### config.mk
export PLATFORM = sky130hd
export DESIGN_NAME = lamp_fpu_log_round_pack
export DESIGN_NICKNAME = d
export VERILOG_FILES = /design/src/rtl/lamp_fpu_log_round_pack_pkg.sv /design/src/rtl/lamp_fpu_log_round_pack_buf2.sv /design/src/rtl/lamp_fpu_log_round_pack.sv
export SDC_FILE = /design/constraint.sdc
export NUM_CORES = 1
export LEC_CHECK = 0
export BUFFER_PORTS_ARGS = -buffer_cell sky130_fd_sc_hd__buf_4
export CAP_MARGIN = 20
export CORE_MARGIN = 5
export CORE_UTILIZATION = 25
export DETAILED_ROUTE_END_ITERATION = 8
export PLACE_DENSITY = 0.5
export SYNTH_ARGS = -nofsm -noshare
export SYNTH_HDL_FRONTEND = slang
export SYNTH_SLANG_ARGS = --single-unit
### constraint.sdc
create_clock -name clk -period 7.9 [get_ports clk]
set_clock_uncertainty 0.2 [all_clocks]
set_input_delay 1.185 -clock clk [delete_from_list [all_inputs] [get_ports clk]]
set_output_delay 1.185 -clock clk [all_outputs]
set_load 0.005 [all_outputs]
### src/rtl/lamp_fpu_log_round_pack_pkg.sv
// Shared bfloat16 constants, rounding-mode enum and the log-unit round/pack function.
// Latency: none; the package holds only types, constants and a combinational function.
// Backpressure: not applicable.
package lampFPU_pkg;

  localparam int LAMP_FLOAT_E_DW = 8;
  localparam int LAMP_FLOAT_F_DW = 7;
  localparam int LAMP_FLOAT_X_DW = 3;
  localparam int LAMP_FLOAT_DW   = 1 + LAMP_FLOAT_E_DW + LAMP_FLOAT_F_DW;

  // {exponent, fraction} of +/-Inf and of the largest finite magnitude
  localparam logic [LAMP_FLOAT_E_DW+LAMP_FLOAT_F_DW-1:0] INF_E_F       = {8'hFF, 7'h00};
  localparam logic [LAMP_FLOAT_E_DW+LAMP_FLOAT_F_DW-1:0] LAMP_MAXF_E_F = {8'hFE, 7'h7F};

  typedef enum logic [1:0] {
    RNE = 2'd0,
    RTZ = 2'd1,
    RUP = 2'd2,
    RDN = 2'd3
  } lamp_rnd_e;

  // Occupancy of the 2-entry output buffer
  typedef enum logic [1:0] {
    BUF_EMPTY = 2'd0,
    BUF_ONE   = 2'd1,
    BUF_FULL  = 2'd2
  } lamp_buf_state_e;

  // Packed result word plus the flags that travel with it
  typedef struct packed {
    logic [LAMP_FLOAT_DW-1:0] result;
    logic                     overflow;
    logic                     underflow;
    logic                     inexact;
  } lamp_rp_t;

  localparam int LAMP_RP_DW = $bits(lamp_rp_t);

  // Round {f, G, R, S}, resolve carry-out/overflow and pack the final word.
  // Priority: special passthrough, forced overflow, forced underflow, rounding overflow.
  function automatic lamp_rp_t FUNC_round_log(
    input logic                                     s,
    input logic [LAMP_FLOAT_E_DW-1:0]               e,
    input logic [LAMP_FLOAT_F_DW+LAMP_FLOAT_X_DW-1:0] f,
    input logic                                     is_to_round,
    input logic                                     is_overflow,
    input logic                                     is_underflow,
    input lamp_rnd_e                                rnd
  );
    lamp_rp_t                   res;
    logic                       lsb;
    logic                       g;
    logic                       any_low;
    logic                       inc;
    logic                       carry;
    logic [LAMP_FLOAT_F_DW-1:0] f_rnd;
    logic [LAMP_FLOAT_E_DW:0]   e_rnd;
    logic                       to_inf;
    logic                       rnd_ovf;

    lsb     = f[LAMP_FLOAT_X_DW];
    g       = f[LAMP_FLOAT_X_DW-1];
    any_low = |f[LAMP_FLOAT_X_DW-1:0];

    // RNE: round up above half, or at exactly half when L is odd
    unique case (rnd)
      RNE:     inc = g & (lsb | (|f[LAMP_FLOAT_X_DW-2:0]));
      RTZ:     inc = 1'b0;
      RUP:     inc = ~s & any_low;
      RDN:     inc = s & any_low;
      default: inc = 1'b0;
    endcase

    // A carry out of the fraction leaves f_rnd at zero and bumps the exponent
    {carry, f_rnd} = {1'b0, f[LAMP_FLOAT_X_DW +: LAMP_FLOAT_F_DW]}
                   + {{LAMP_FLOAT_F_DW{1'b0}}, inc};
    e_rnd = {1'b0, e} + {{LAMP_FLOAT_E_DW{1'b0}}, carry};

    // Reaching the all-ones exponent (or beyond) after rounding is an overflow
    rnd_ovf = e_rnd[LAMP_FLOAT_E_DW] | (&e_rnd[LAMP_FLOAT_E_DW-1:0]);

    // Modes rounding away from zero saturate to Inf, the others to max finite
    to_inf = (rnd == RNE) | ((rnd == RUP) & ~s) | ((rnd == RDN) & s);

    res = '0;
    if (!is_to_round) begin
      res.result = {s, e, f[LAMP_FLOAT_X_DW +: LAMP_FLOAT_F_DW]};
    end else if (is_overflow || (!is_underflow && rnd_ovf)) begin
      res.result   = {s, (to_inf ? INF_E_F : LAMP_MAXF_E_F)};
      res.overflow = 1'b1;
      res.inexact  = 1'b1;
    end else if (is_underflow) begin
      res.result    = {s, {(LAMP_FLOAT_E_DW+LAMP_FLOAT_F_DW){1'b0}}};
      res.underflow = 1'b1;
      res.inexact   = 1'b1;
    end else begin
      res.result  = {s, e_rnd[LAMP_FLOAT_E_DW-1:0], f_rnd};
      res.inexact = any_low;
    end
    return res;
  endfunction

endpackage

### src/rtl/lamp_fpu_log_round_pack_buf2.sv
// Two-entry valid/ready FIFO; head entry drives the outputs straight from a register.
// Latency: write in cycle N is visible at the output in N+1 when empty, else in FIFO order.
// Backpressure: i_ready low holds the head stable; o_ready drops only when both entries are full.
module lamp_fpu_buf2
  import lampFPU_pkg::*;
#(
  parameter int W = 8
) (
  input  logic         clk,
  input  logic         rst,
  input  logic         i_valid,
  output logic         o_ready,
  input  logic [W-1:0] i_data,
  output logic         o_valid,
  input  logic         i_ready,
  output logic [W-1:0] o_data
);

  lamp_buf_state_e r_state;
  lamp_buf_state_e w_state_nxt;
  logic [W-1:0]    r_head;
  logic [W-1:0]    r_tail;
  logic            w_acc;
  logic            w_iss;
  logic            w_load_head;
  logic            w_head_from_tail;
  logic            w_load_tail;

  // ready depends only on registered occupancy, never on i_ready
  assign o_ready = (r_state != BUF_FULL) & ~rst;
  assign o_valid = (r_state != BUF_EMPTY);
  assign o_data  = r_head;
  assign w_acc   = i_valid & o_ready;
  assign w_iss   = o_valid & i_ready;

  // Occupancy state register
  always_ff @(posedge clk) begin
    if (rst) r_state <= BUF_EMPTY;
    else     r_state <= w_state_nxt;
  end

  // Next occupancy and which entry gets written this cycle
  always_comb begin
    w_state_nxt      = r_state;
    w_load_head      = 1'b0;
    w_head_from_tail = 1'b0;
    w_load_tail      = 1'b0;
    unique case (r_state)
      BUF_EMPTY: begin
        if (w_acc) begin
          w_load_head = 1'b1;
          w_state_nxt = BUF_ONE;
        end
      end
      BUF_ONE: begin
        if (w_acc && w_iss) begin
          w_load_head = 1'b1;
        end else if (w_acc) begin
          w_load_tail = 1'b1;
          w_state_nxt = BUF_FULL;
        end else if (w_iss) begin
          w_state_nxt = BUF_EMPTY;
        end
      end
      BUF_FULL: begin
        if (w_iss) begin
          w_load_head      = 1'b1;
          w_head_from_tail = 1'b1;
          w_state_nxt      = BUF_ONE;
        end
      end
      default: w_state_nxt = BUF_EMPTY;
    endcase
  end

  // Entry storage; cleared on reset so the idle output reads zero
  always_ff @(posedge clk) begin
    if (rst) begin
      r_head <= '0;
      r_tail <= '0;
    end else begin
      if (w_load_head) r_head <= w_head_from_tail ? r_tail : i_data;
      if (w_load_tail) r_tail <= i_data;
    end
  end

endmodule

### src/rtl/lamp_fpu_log_round_pack.sv
// bfloat16 log post-stage: IEEE rounding, carry/overflow handling and packing into a 16b word.
// Latency: 1 cycle from accept to valid_o with an empty buffer; FIFO order otherwise.
// Backpressure: 2-entry output buffer; ready_o drops when both entries are held by a stalled consumer.
module lamp_fpu_log_round_pack
  import lampFPU_pkg::*;
#(
  parameter int E_DW = LAMP_FLOAT_E_DW,
  parameter int F_DW = LAMP_FLOAT_F_DW,
  parameter int X_DW = LAMP_FLOAT_X_DW
) (
  input  logic                 clk,
  input  logic                 rst,
  input  logic                 valid_i,
  output logic                 ready_o,
  input  logic                 s_i,
  input  logic [E_DW-1:0]      e_i,
  input  logic [F_DW+X_DW-1:0] f_i,
  input  logic                 isToRound_i,
  input  logic                 isOverflow_i,
  input  logic                 isUnderflow_i,
  input  logic [1:0]           rnd_mode_i,
  output logic                 valid_o,
  input  logic                 ready_i,
  output logic [E_DW+F_DW:0]   result_o,
  output logic                 overflow_o,
  output logic                 underflow_o,
  output logic                 inexact_o
);

  lamp_rp_t w_rp_in;
  lamp_rp_t w_rp_out;

  // Rounding is purely combinational on the inputs; only accepted results are stored
  assign w_rp_in = FUNC_round_log(s_i, e_i, f_i, isToRound_i, isOverflow_i,
                                  isUnderflow_i, lamp_rnd_e'(rnd_mode_i));

  lamp_fpu_buf2 #(
    .W(LAMP_RP_DW)
  ) u_buf (
    .clk     (clk),
    .rst     (rst),
    .i_valid (valid_i),
    .o_ready (ready_o),
    .i_data  (w_rp_in),
    .o_valid (valid_o),
    .i_ready (ready_i),
    .o_data  (w_rp_out)
  );

  assign result_o    = w_rp_out.result;
  assign overflow_o  = w_rp_out.overflow;
  assign underflow_o = w_rp_out.underflow;
  assign inexact_o   = w_rp_out.inexact;

endmodule

==> flow_summary.ini, run 1 <==
[layout]
stdcell_count = 494
drive_gt1_frac = 0.199
syn2layout_area_growth_pct = 20.1
nets = 393
num_antenna_cells = 0
nFillCells = 1103

[timing]
setup_viol = 0
finalCriticalPeriod_ns = 4.44
relSlewSlack = 0.446
tightest_slew_ns = 0.829
fmax_ghz = 0.225
hold_viol_final = 0
fin_tns_setup_ns = 0
rsz0062_at_grt = false
period_share = 0.562
slew_violations = 0

[critical_path]
critPathArrivalTime_ns = 4.38
critPathLaunchType = input port
cp-end-kind = flop
cp_cell_sequence = buf_4 -> and2_1 -> ha_1 -> nor2b_1 -> o21ai_0 -> nand2_1 -> ha_1 -> nand3_1 -> nor3_1 -> ha_1 -> nor2b_1 -> o2111ai_1 -> a21oi_1 -> o32ai_1 -> a211oi_1 -> o22ai_1
critPathMaxStageDelay_ns = 0.39
crit_path_top_delay_cell = a211oi_1
cp.required_ns = 7.84
worst_path_most_repeated_cell = ha_1
crit_type = input port to flop
cp_max_fo = 8

[drt]
vias_per_cell = 5.02
routed_wl_um = 7530
drc = 0
drt_iter0_drc = 114
ant_nets = 0
vias = 2479
wire_per_inst_um = 15.2
dr.pass1.iters = 4

[cts]
cts_tree = yes
post_cts_resized = 0
cts_buffer_depth = 2
clock_latency_ns = 0.29
post_cts_buffers = 0
h-tree-depth = 2
cts.root.buffer_cell = clkbuf_8
cts_buffers = 5
clk_pin_slew_ns = 0.07
clock_sinks = 40
cts_hold_buf = 0

[floorplan]
std_cell_rows = 36
die_area_sq_um = 12000
core-area_sq_um = 9730
initial_utilization = 0.255
die_w_um = 110
ios = 49
dieHeight_um = 110

[logic_synthesis]
syn_inst = 323
avgSynthCellArea_sq_um = 7.68
synth_common_cells = nand2_1 (44), nor2_1 (41), dfxtp_1 (40), a21oi_1 (27), nand3_1 (14)
async_flop_share = 0
postSynthRegisterBits = 40
synth_top_area_cell = dfxtp_1
synth_flop_cell = dfxtp_1
synth_edf_count = 0
synth_top_area_share = 0.323
yosysMostFrequentCell = nand2_1
synth_cell_types = 58
syn_area_sq_um = 2480
synth_area_leaders = dfxtp_1 (32%), nand2_1 (6.7%), nor2_1 (6.2%)
yosysWarnings = 0
syn_nets = 356
ys_seq_area_frac = 0.323

[global_route]
grt_busiest_layer = met2
use_met2 = 0.193
antenna_found_initial = 0
grt_util_all_layers = 0.128
grt_pass1_wl_um = 12300
grt_max_degree = 39
grt_pass1_vias = 2288
grt_overflow = 0
globalRouteMet1Util = 0.188
gr-usage-met3 = 0.0194

[status]
status = complete, no violations

[place]
dp_hpwl_um = 5410
io_buffer_count = 48
place_congestion = 0.884
dp.cells = 486

[flow_run]
max-cap-violations = 0

[power_and_ir_drop]
power.density_nw_per_um2 = 151
ir_worst_vdd_v = 0.0000716
leakage_nw = 1.21

[hold_path]
hold_class = flop to flop
-- worst max-delay path: cells and delay by family --
family | cells | cell delay, ns
simple gates | 6 | 1.07
compound gates | 6 | 1.23
buf+inv | 1 | 0.12
fa+ha+maj | 3 | 0.78
-- stage by stage --
step	util	setup WS (ns)	hold slack [ns]	cell area [sq um]	power, mW
after floorplan	-	3.73	0.223	2480	0.274
after global placement	0.297	3.15	0.234	2890	0.312
after detailed placement	0.297	3.15	0.238	2890	0.312
after CTS	0.306	3.44	0.250	2980	0.452
after global routing	0.306	3.14	0.274	2980	0.473
final	0.306	3.46	0.249	2980	0.449
-- routing by layer --
layer  share of wire  up-vias
li1                -     1262
met1            0.50     1141
met2            0.44       68
met3           0.046        8
met4           0.013        0
met5               0        -
-- cell families (layout without fill, tap and decap cells) --
family | Yosys count | after routing | share of synthesized area
flip-flops | 40 | 40 | 0.323
XOR/XNOR | 2 | 2 | 0.00706
buffers and inverters | 27 | 65 | 0.0646
AND/OR/NAND/NOR | 151 | 151 | 0.295
adder cells (fa/ha/maj) | 5 | 5 | 0.0252
AO/OA/AOI/OAI | 98 | 98 | 0.286
-- power breakdown --
part / switching [mW] / total (mW) / internal [mW]
combinational: 0.0516 / 0.0911 / 0.0395
clock: 0.0700 / 0.141 / 0.0713
sequential: 0.00577 / 0.216 / 0.211
-- layout by cell type (no fill, tap or decap), drive strengths merged, types with 2 or more instances in the layout --
cell / instances
nand4b: 3
nand4: 3
or4: 2
a31o: 2
clkbuf: 8
nor4: 2
nor3: 13
or2: 2
a221oi: 4
and2: 4
inv: 7
o22ai: 3
nand2b: 3
and3: 10
a21oi: 27
a311oi: 2
a211oi: 11
nor2b: 6
buf: 50
o31ai: 3
nand3: 14
nand2: 44
dfxtp: 40
a31oi: 8
o221ai: 3
o21a: 3
o2111ai: 2
ha: 5
nor2: 41
a22oi: 3
o211ai: 6
o21ai: 14
-- path summary, 6_finish.rpt --
path	end	startpoint	cells after the start	slack (ns)
worst max-delay path	u_buf.o_data[5]	rnd_mode_i[1]	16	3.46
worst min-delay path	u_buf.r_tail[3]	u_buf.r_tail[3]	2	0.25
worst max register to register	u_buf.o_data[9]	u_buf.r_state[1]	5	5.61
worst min register to register	u_buf.r_tail[3]	u_buf.r_tail[3]	2	0.25
-- flip-flops by register name, indices dropped and copies added (netlist names) --
register	count
u_buf.r_state	2
u_buf.r_tail	19
u_buf.o_data	19
-- final cells by class --
| type | count | area, sq um | share of cell area |
|---|---|---|---|
| multi-input combinational | 256 | 1520 | 0.510 |
| sequential | 40 | 801 | 0.269 |
| timing repair buffer | 50 | 375 | 0.126 |
| tap | 133 | 166 | 0.0559 |
| clock buffer | 8 | 90.1 | 0.0303 |
| inverter | 7 | 26.3 | 0.00882 |
No activity file was read; power rests on OpenSTA's default activity.
==> run 2, diff against run 1 <==
- ABC_AREA: default -> 1
- PLACE_DENSITY: 0.5 -> 0.52
- clock period: 7.9 -> 3.9 ns (I/O delays scaled with it)
==> run 2 against run 1 <==
Against the previous run:
- via count down 1.9%
- sequential cell count unchanged
- routed wire length down 13%
- combinational power up 98%
- non-clock buffer count up 3
- worst hold slack better by 0.019 ns
- global-route usage down 1.3 points
- die area down 1.2%
- cell count up 11%
- highest routed layer unchanged
==> flow_summary.ini, run 2 <==
[place]
dp_hpwl_um = 4940
place_congestion = 0.874
io_buffer_count = 48

[critical_path]
cp-end-kind = flop
critPathArrivalTime_ns = 3.46
critPathLaunchType = input port
crit_type = input port to flop
cp.required_ns = 3.87
cp_max_fo = 9

[power_and_ir_drop]
power.density_nw_per_um2 = 287
ir_worst_vdd_v = 0.000109
leakage_nw = 1.45

[logic_synthesis]
yosysMostFrequentCell = nand2_1
synth_area_leaders = dfxtp_1 (33%), nand2_1 (15%), nor2_1 (7.1%)
syn_area_sq_um = 2450
syn_nets = 402
synth_edf_count = 0
synth_top_area_share = 0.327
avgSynthCellArea_sq_um = 6.63
synth_top_area_cell = dfxtp_1
postSynthRegisterBits = 40
synth_common_cells = nand2_1 (99), nor2_1 (46), dfxtp_1 (40), inv_1 (35), nand3_1 (20)
yosysWarnings = 0
synth_flop_cell = dfxtp_1
ys_seq_area_frac = 0.327
synth_cell_types = 34
syn_inst = 369
async_flop_share = 0

[hold_path]
hold_class = flop to flop

[floorplan]
ios = 49
dieHeight_um = 109
std_cell_rows = 36
die_w_um = 109
die_area_sq_um = 11900
core-area_sq_um = 9640
initial_utilization = 0.254

[timing]
fin_tns_setup_ns = 0
finalCriticalPeriod_ns = 3.49
setup_viol = 0
relSlewSlack = 0.760
slew_violations = 0
rsz0062_at_grt = false
hold_viol_final = 0
period_share = 0.896
holdWs_ns = 0.268
fmax_ghz = 0.286
tightest_slew_ns = 0.360

[cts]
cts_buffers = 5
post_cts_buffers = 0
post_cts_resized = 0
cts_tree = yes
clk_pin_slew_ns = 0.07
cts_buffer_depth = 2
clock_sinks = 40
h-tree-depth = 2
cts.root.buffer_cell = clkbuf_8
clock_latency_ns = 0.29
cts_hold_buf = 0

[drt]
routed_wl_um = 6560
vias = 2431
ant_nets = 0
wire_per_inst_um = 12.0
vias_per_cell = 4.45
dr.pass1.iters = 5
drt_iter0_drc = 129
drc = 0

[global_route]
antenna_found_initial = 0
grt_pass1_vias = 2232
grt_util_all_layers = 0.116
grt_pass1_wl_um = 11100
grt_overflow = 0
grt_max_degree = 38

[layout]
syn2layout_area_growth_pct = 23.7
nets = 446
drive_gt1_frac = 0.220
regArea_sq_um = 801
nFillCells = 1100
mostFrequentLayoutCells = nand2_1 (99), buf_4 (53), nor2_1 (46)
final_common_cell = nand2_1
multi_input_area_sq_um = 1430
num_antenna_cells = 0

[flow_run]
max-cap-violations = 0

[status]
status = complete, no violations
[run 2: cell count changes in the layout (fill, tap and decap cells not counted), sizes merged, moves of 6 or more]
cell	change
nand2	+59
inv	+30
nor2	+15
a211oi	-11
and3	-10
nor3	-9
nand3	+8
nor2b	-6
[run 2: report_power, final]
| group | switching (mW) | total, mW | internal (mW) |
|---|---|---|---|
| sequential | 0.00760 | 0.430 | 0.423 |
| combinational | 0.105 | 0.180 | 0.0759 |
| clock | 0.136 | 0.258 | 0.122 |
[run 2: worst max-delay path: stages]
cell and delay, ns:
buf_4 0.12, nand2_1 0.06, inv_1 0.04, ha_1 0.26
nor2_1 0.10, nand2_1 0.05, o21ai_0 0.07, ha_1 0.19
nand3_1 0.11, nor2_1 0.10, nand2_1 0.07, and3b_1 0.24
ha_1 0.19, nand2_2 0.10, nor2_4 0.11, xor2_1 0.25
nor2_2 0.09, nand2_4 0.11, nand3_1 0.08, o21ai_0 0.21
buf_4 0.16, a21o_1 0.11, a21oi_1 0.05
[run 2: path summary, 6_finish.rpt]
check,startpoint,end,slack (ns),depth (start not counted)
setup / recovery,rnd_mode_i[1],u_buf.o_data[0],0.41,23
hold / removal,u_buf.o_data[16],u_buf.o_data[16],0.27,2
setup reg to reg,u_buf.r_state[1],u_buf.o_data[0],2.09,9
hold reg to reg,u_buf.o_data[16],u_buf.o_data[16],0.27,2
[run 2: cell families (layout without fill, tap and decap cells)]
| family | Yosys count | after routing | share of synthesized area |
|---|---|---|---|
| flip-flops | 40 | 40 | 0.327 |
| AND/OR/NAND/NOR | 195 | 195 | 0.360 |
| buffers and inverters | 55 | 99 | 0.0880 |
| XOR/XNOR | 6 | 6 | 0.0215 |
| adder cells (fa/ha/maj) | 5 | 5 | 0.0256 |
| AO/OA/AOI/OAI | 68 | 68 | 0.178 |
[run 2: per-stage QoR]
step | setup slack (ns) | utilization | total power, mW | instance area, sq um | std cells
after CTS | 0.397 | 0.314 | 0.882 | 3030 | 546
after global routing | 0.0235 | 0.314 | 0.927 | 3030 | 546
after global placement | 0.151 | 0.306 | 0.621 | 2950 | 539
after detailed placement | 0.0917 | 0.306 | 0.623 | 2950 | 539
after floorplan | 0.534 | - | 0.545 | 2450 | 369
final | 0.407 | 0.314 | 0.869 | 3030 | 546
[run 2: layout make-up]
cell class	count	share of cell area
multi-input cells	274	0.474
flip-flops and latches	40	0.265
repair buffers	53	0.132
well taps	133	0.0550
inverters	39	0.0492
clock buffers	6	0.0240
clock inverters	1	0.00165
[run 2: metal layers]
metal,track usage,wire length [um],share of wire
met2,0.158,2580,0.39
met1,0.179,3560,0.54
met4,0.0379,95,0.014
met5,0,0,0
met3,0.0219,325,0.050
==> run 3, diff against run 2 <==
- ABC_CLOCK_PERIOD_IN_PS: default -> 3900
- SYNTH_HIERARCHICAL: default -> 1
==> run 3 against run 2 <==
Against the previous run:
- cell count up 14%
- clock power up 8.5%
- sequential cell count unchanged
- final area up 9.9%
- critical path depth up 6
- synthesized area up 11%
- synthesized cell count up 19%
- sequential power up 4.7%
- worst hold slack better by 0.015 ns
- largest cell class unchanged
==> flow_summary.ini, run 3 <==
[place]
io_buffer_count = 48
place_congestion = 0.757
dp.cells = 611
dp_hpwl_um = 5140

[logic_synthesis]
avgSynthCellArea_sq_um = 6.20
syn_area_sq_um = 2730
yosysWarnings = 6
synth_area_leaders = dfxtp_1 (29%), nand2_1 (16%), nand3_1 (13%)
syn_inst = 440
async_flop_share = 0
synth_flop_cell = dfxtp_1
synth_cell_types = 28
synth_common_cells = nand2_1 (117), nand3_1 (70), inv_1 (61), dfxtp_1 (40), nor2_1 (31)
ys_seq_area_frac = 0.294
synth_top_area_share = 0.294
syn_nets = 473
synth_edf_count = 0
postSynthRegisterBits = 40
synth_top_area_cell = dfxtp_1
yosysMostFrequentCell = nand2_1

[power_and_ir_drop]
power_frac_comb = 0.251
power.internal_mw = 0.682
seqPwrFrac = 0.462
p_sw_frac = 0.300
ir_worst_vdd_v = 0.000134
power_frac_clock = 0.288
power.density_nw_per_um2 = 293
power_switching_mw = 0.293
leakage_nw = 1.70

[hold_path]
hold_class = flop to flop

[layout]
mostFrequentLayoutCells = nand2_1 (114), nand3_1 (69), inv_1 (61)
fin_util = 0.309
num_antenna_cells = 0
nFillCells = 1210
drive_gt1_frac = 0.195
syn2layout_area_growth_pct = 21.9
regArea_sq_um = 801
stdcell_count = 622
multi_input_area_sq_um = 1570
final_common_cell = nand2_1
nets = 514

[drt]
routed_wl_um = 7200
drc = 0
ant_nets = 0
vias_per_cell = 4.45
drt_iter0_drc = 155
dr.pass1.iters = 4
vias = 2769
wire_per_inst_um = 11.6

[critical_path]
cp_top_family = simple AND/OR/NAND/NOR gates
cp_max_fo = 8
critPathLaunchType = input port
cp.required_ns = 3.93
worst-path-buf-inv = 3
critPathArrivalTime_ns = 3.59
worst_path_most_repeated_cell = nand2_1
cp-end-kind = flop
crit_path_top_delay_cell = ha_1
critPathMaxStageDelay_ns = 0.26
crit_type = input port to flop

[timing]
tightest_slew_ns = 1.04
relSlewSlack = 0.307
slew_violations = 0
fmax_ghz = 0.281
period_share = 0.914
setup_viol = 0
finalCriticalPeriod_ns = 3.56
hold_viol_final = 0

[global_route]
grt_pass1_vias = 2432
grt_util_all_layers = 0.111
grt_pass1_wl_um = 11900
grt_overflow = 0
grt_max_degree = 59
antenna_found_initial = 0

[cts]
clk_pin_slew_ns = 0.07
h-tree-depth = 2
cts_buffers = 5
clock_latency_ns = 0.29
cts.root.buffer_cell = clkbuf_8
clock_sinks = 40
cts_tree = yes
cts_buffer_depth = 2

[flow_run]
max-cap-violations = 0

[floorplan]
initial_utilization = 0.254
core-area_sq_um = 10700
ios = 49
std_cell_rows = 38
dieHeight_um = 114
die_area_sq_um = 13100
die_w_um = 114

[status]
status = complete, no violations
==> run 3: changes by cell type after synthesis, sizes merged, moves of 5 or more <==
cell / previous run / this run
o22ai: 5 / 0
clkbuf: 12 / 7
nand3: 22 / 72
buf: 4 / 18
o211ai: 9 / 3
nand2: 103 / 125
nor2: 56 / 34
o21ai: 19 / 24
a31oi: 9 / 0
inv: 37 / 65
==> run 3: kinds of logic (layout without fill, tap and decap cells) <==
group | count (synthesis) | after routing | share of synthesized area
and+or+nand+nor | 247 | 247 | 0.417
buffers and inverters | 91 | 133 | 0.146
AOI/OAI and AO/OA | 53 | 53 | 0.107
DFF | 40 | 40 | 0.294
adders and majority gates | 5 | 5 | 0.0229
xor gates and xnor gates | 4 | 4 | 0.0128
==> run 3: power groups by stage <==
stage               registers (mW)  logic, mW  clock network [mW]
CTS                          0.450      0.243               0.296
global placement             0.459      0.241                   0
finish                       0.450      0.244               0.280
detailed placement           0.460      0.242                   0
floorplan                    0.458      0.149                   0
global route                 0.453      0.279               0.313
==> run 3: timing repair <==
| action | CTS | global route |
|---|---|---|
| hold buffers | 0 | 0 |
| gates resized for setup | 0 | 13 |
| buffers inserted | 0 | 3 |
| hold endpoints to repair | 0 | 0 |
| endpoints found under the setup margin | 0 | 20 |
==> run 3: cell type report <==
| cell class | count | share of cell area |
|---|---|---|
| Inverter | 66 | 0.0745 |
| Clock buffer | 8 | 0.0271 |
| Timing Repair Buffer | 59 | 0.133 |
| Multi-Input combinational cell | 309 | 0.472 |
| Tap cell | 140 | 0.0527 |
| Sequential cell | 40 | 0.241 |
==> run 3: final timing paths <==
check	startpoint	to	slack [ns]	cells past startpoint
worst max register to register	u_buf/r_state[1]	u_buf/o_data[1]	1.38	7
worst max-delay path	rnd_mode_i[1]	u_buf/o_data[6]	0.34	29
worst min register to register	u_buf/r_tail[5]	u_buf/r_tail[5]	0.28	2
worst min-delay path	u_buf/r_tail[5]	u_buf/r_tail[5]	0.28	2
==> run 3: through the flow <==
step	power (mW)	cell area, sq um	setup TNS [ns]	hold slack, ns	worst slack, ns
global route	1.04	3320	-0.00360	0.317	-0.00360
detailed placement	0.701	3170	-0.908	0.272	-0.103
global placement	0.700	3170	-0.496	0.265	-0.0825
finish	0.975	3320	0	0.282	0.336
floorplan	0.608	2730	0	0.254	0.436
CTS	0.989	3260	0	0.290	0.197
==> run 3: layer usage <==
layer | vias up | share of wire | GRT usage
li1 | 1479 | - | -
met1 | 1222 | 0.53 | 0.166
met2 | 63 | 0.41 | 0.156
met3 | 5 | 0.052 | 0.0190
met4 | 0 | 0.015 | 0.0428
met5 | - | 0 | 0
==> run 3: worst register-to-register path, cell delays in order, from the launching register on <==
cell and delay [ns]:
dfxtp_1 0.35, inv_2 0.08, nor2_4 0.44, nand2_2 0.74, nand2_1 0.26, nand2_1 0.09, a21oi_1 0.18, nor2_1 0.08
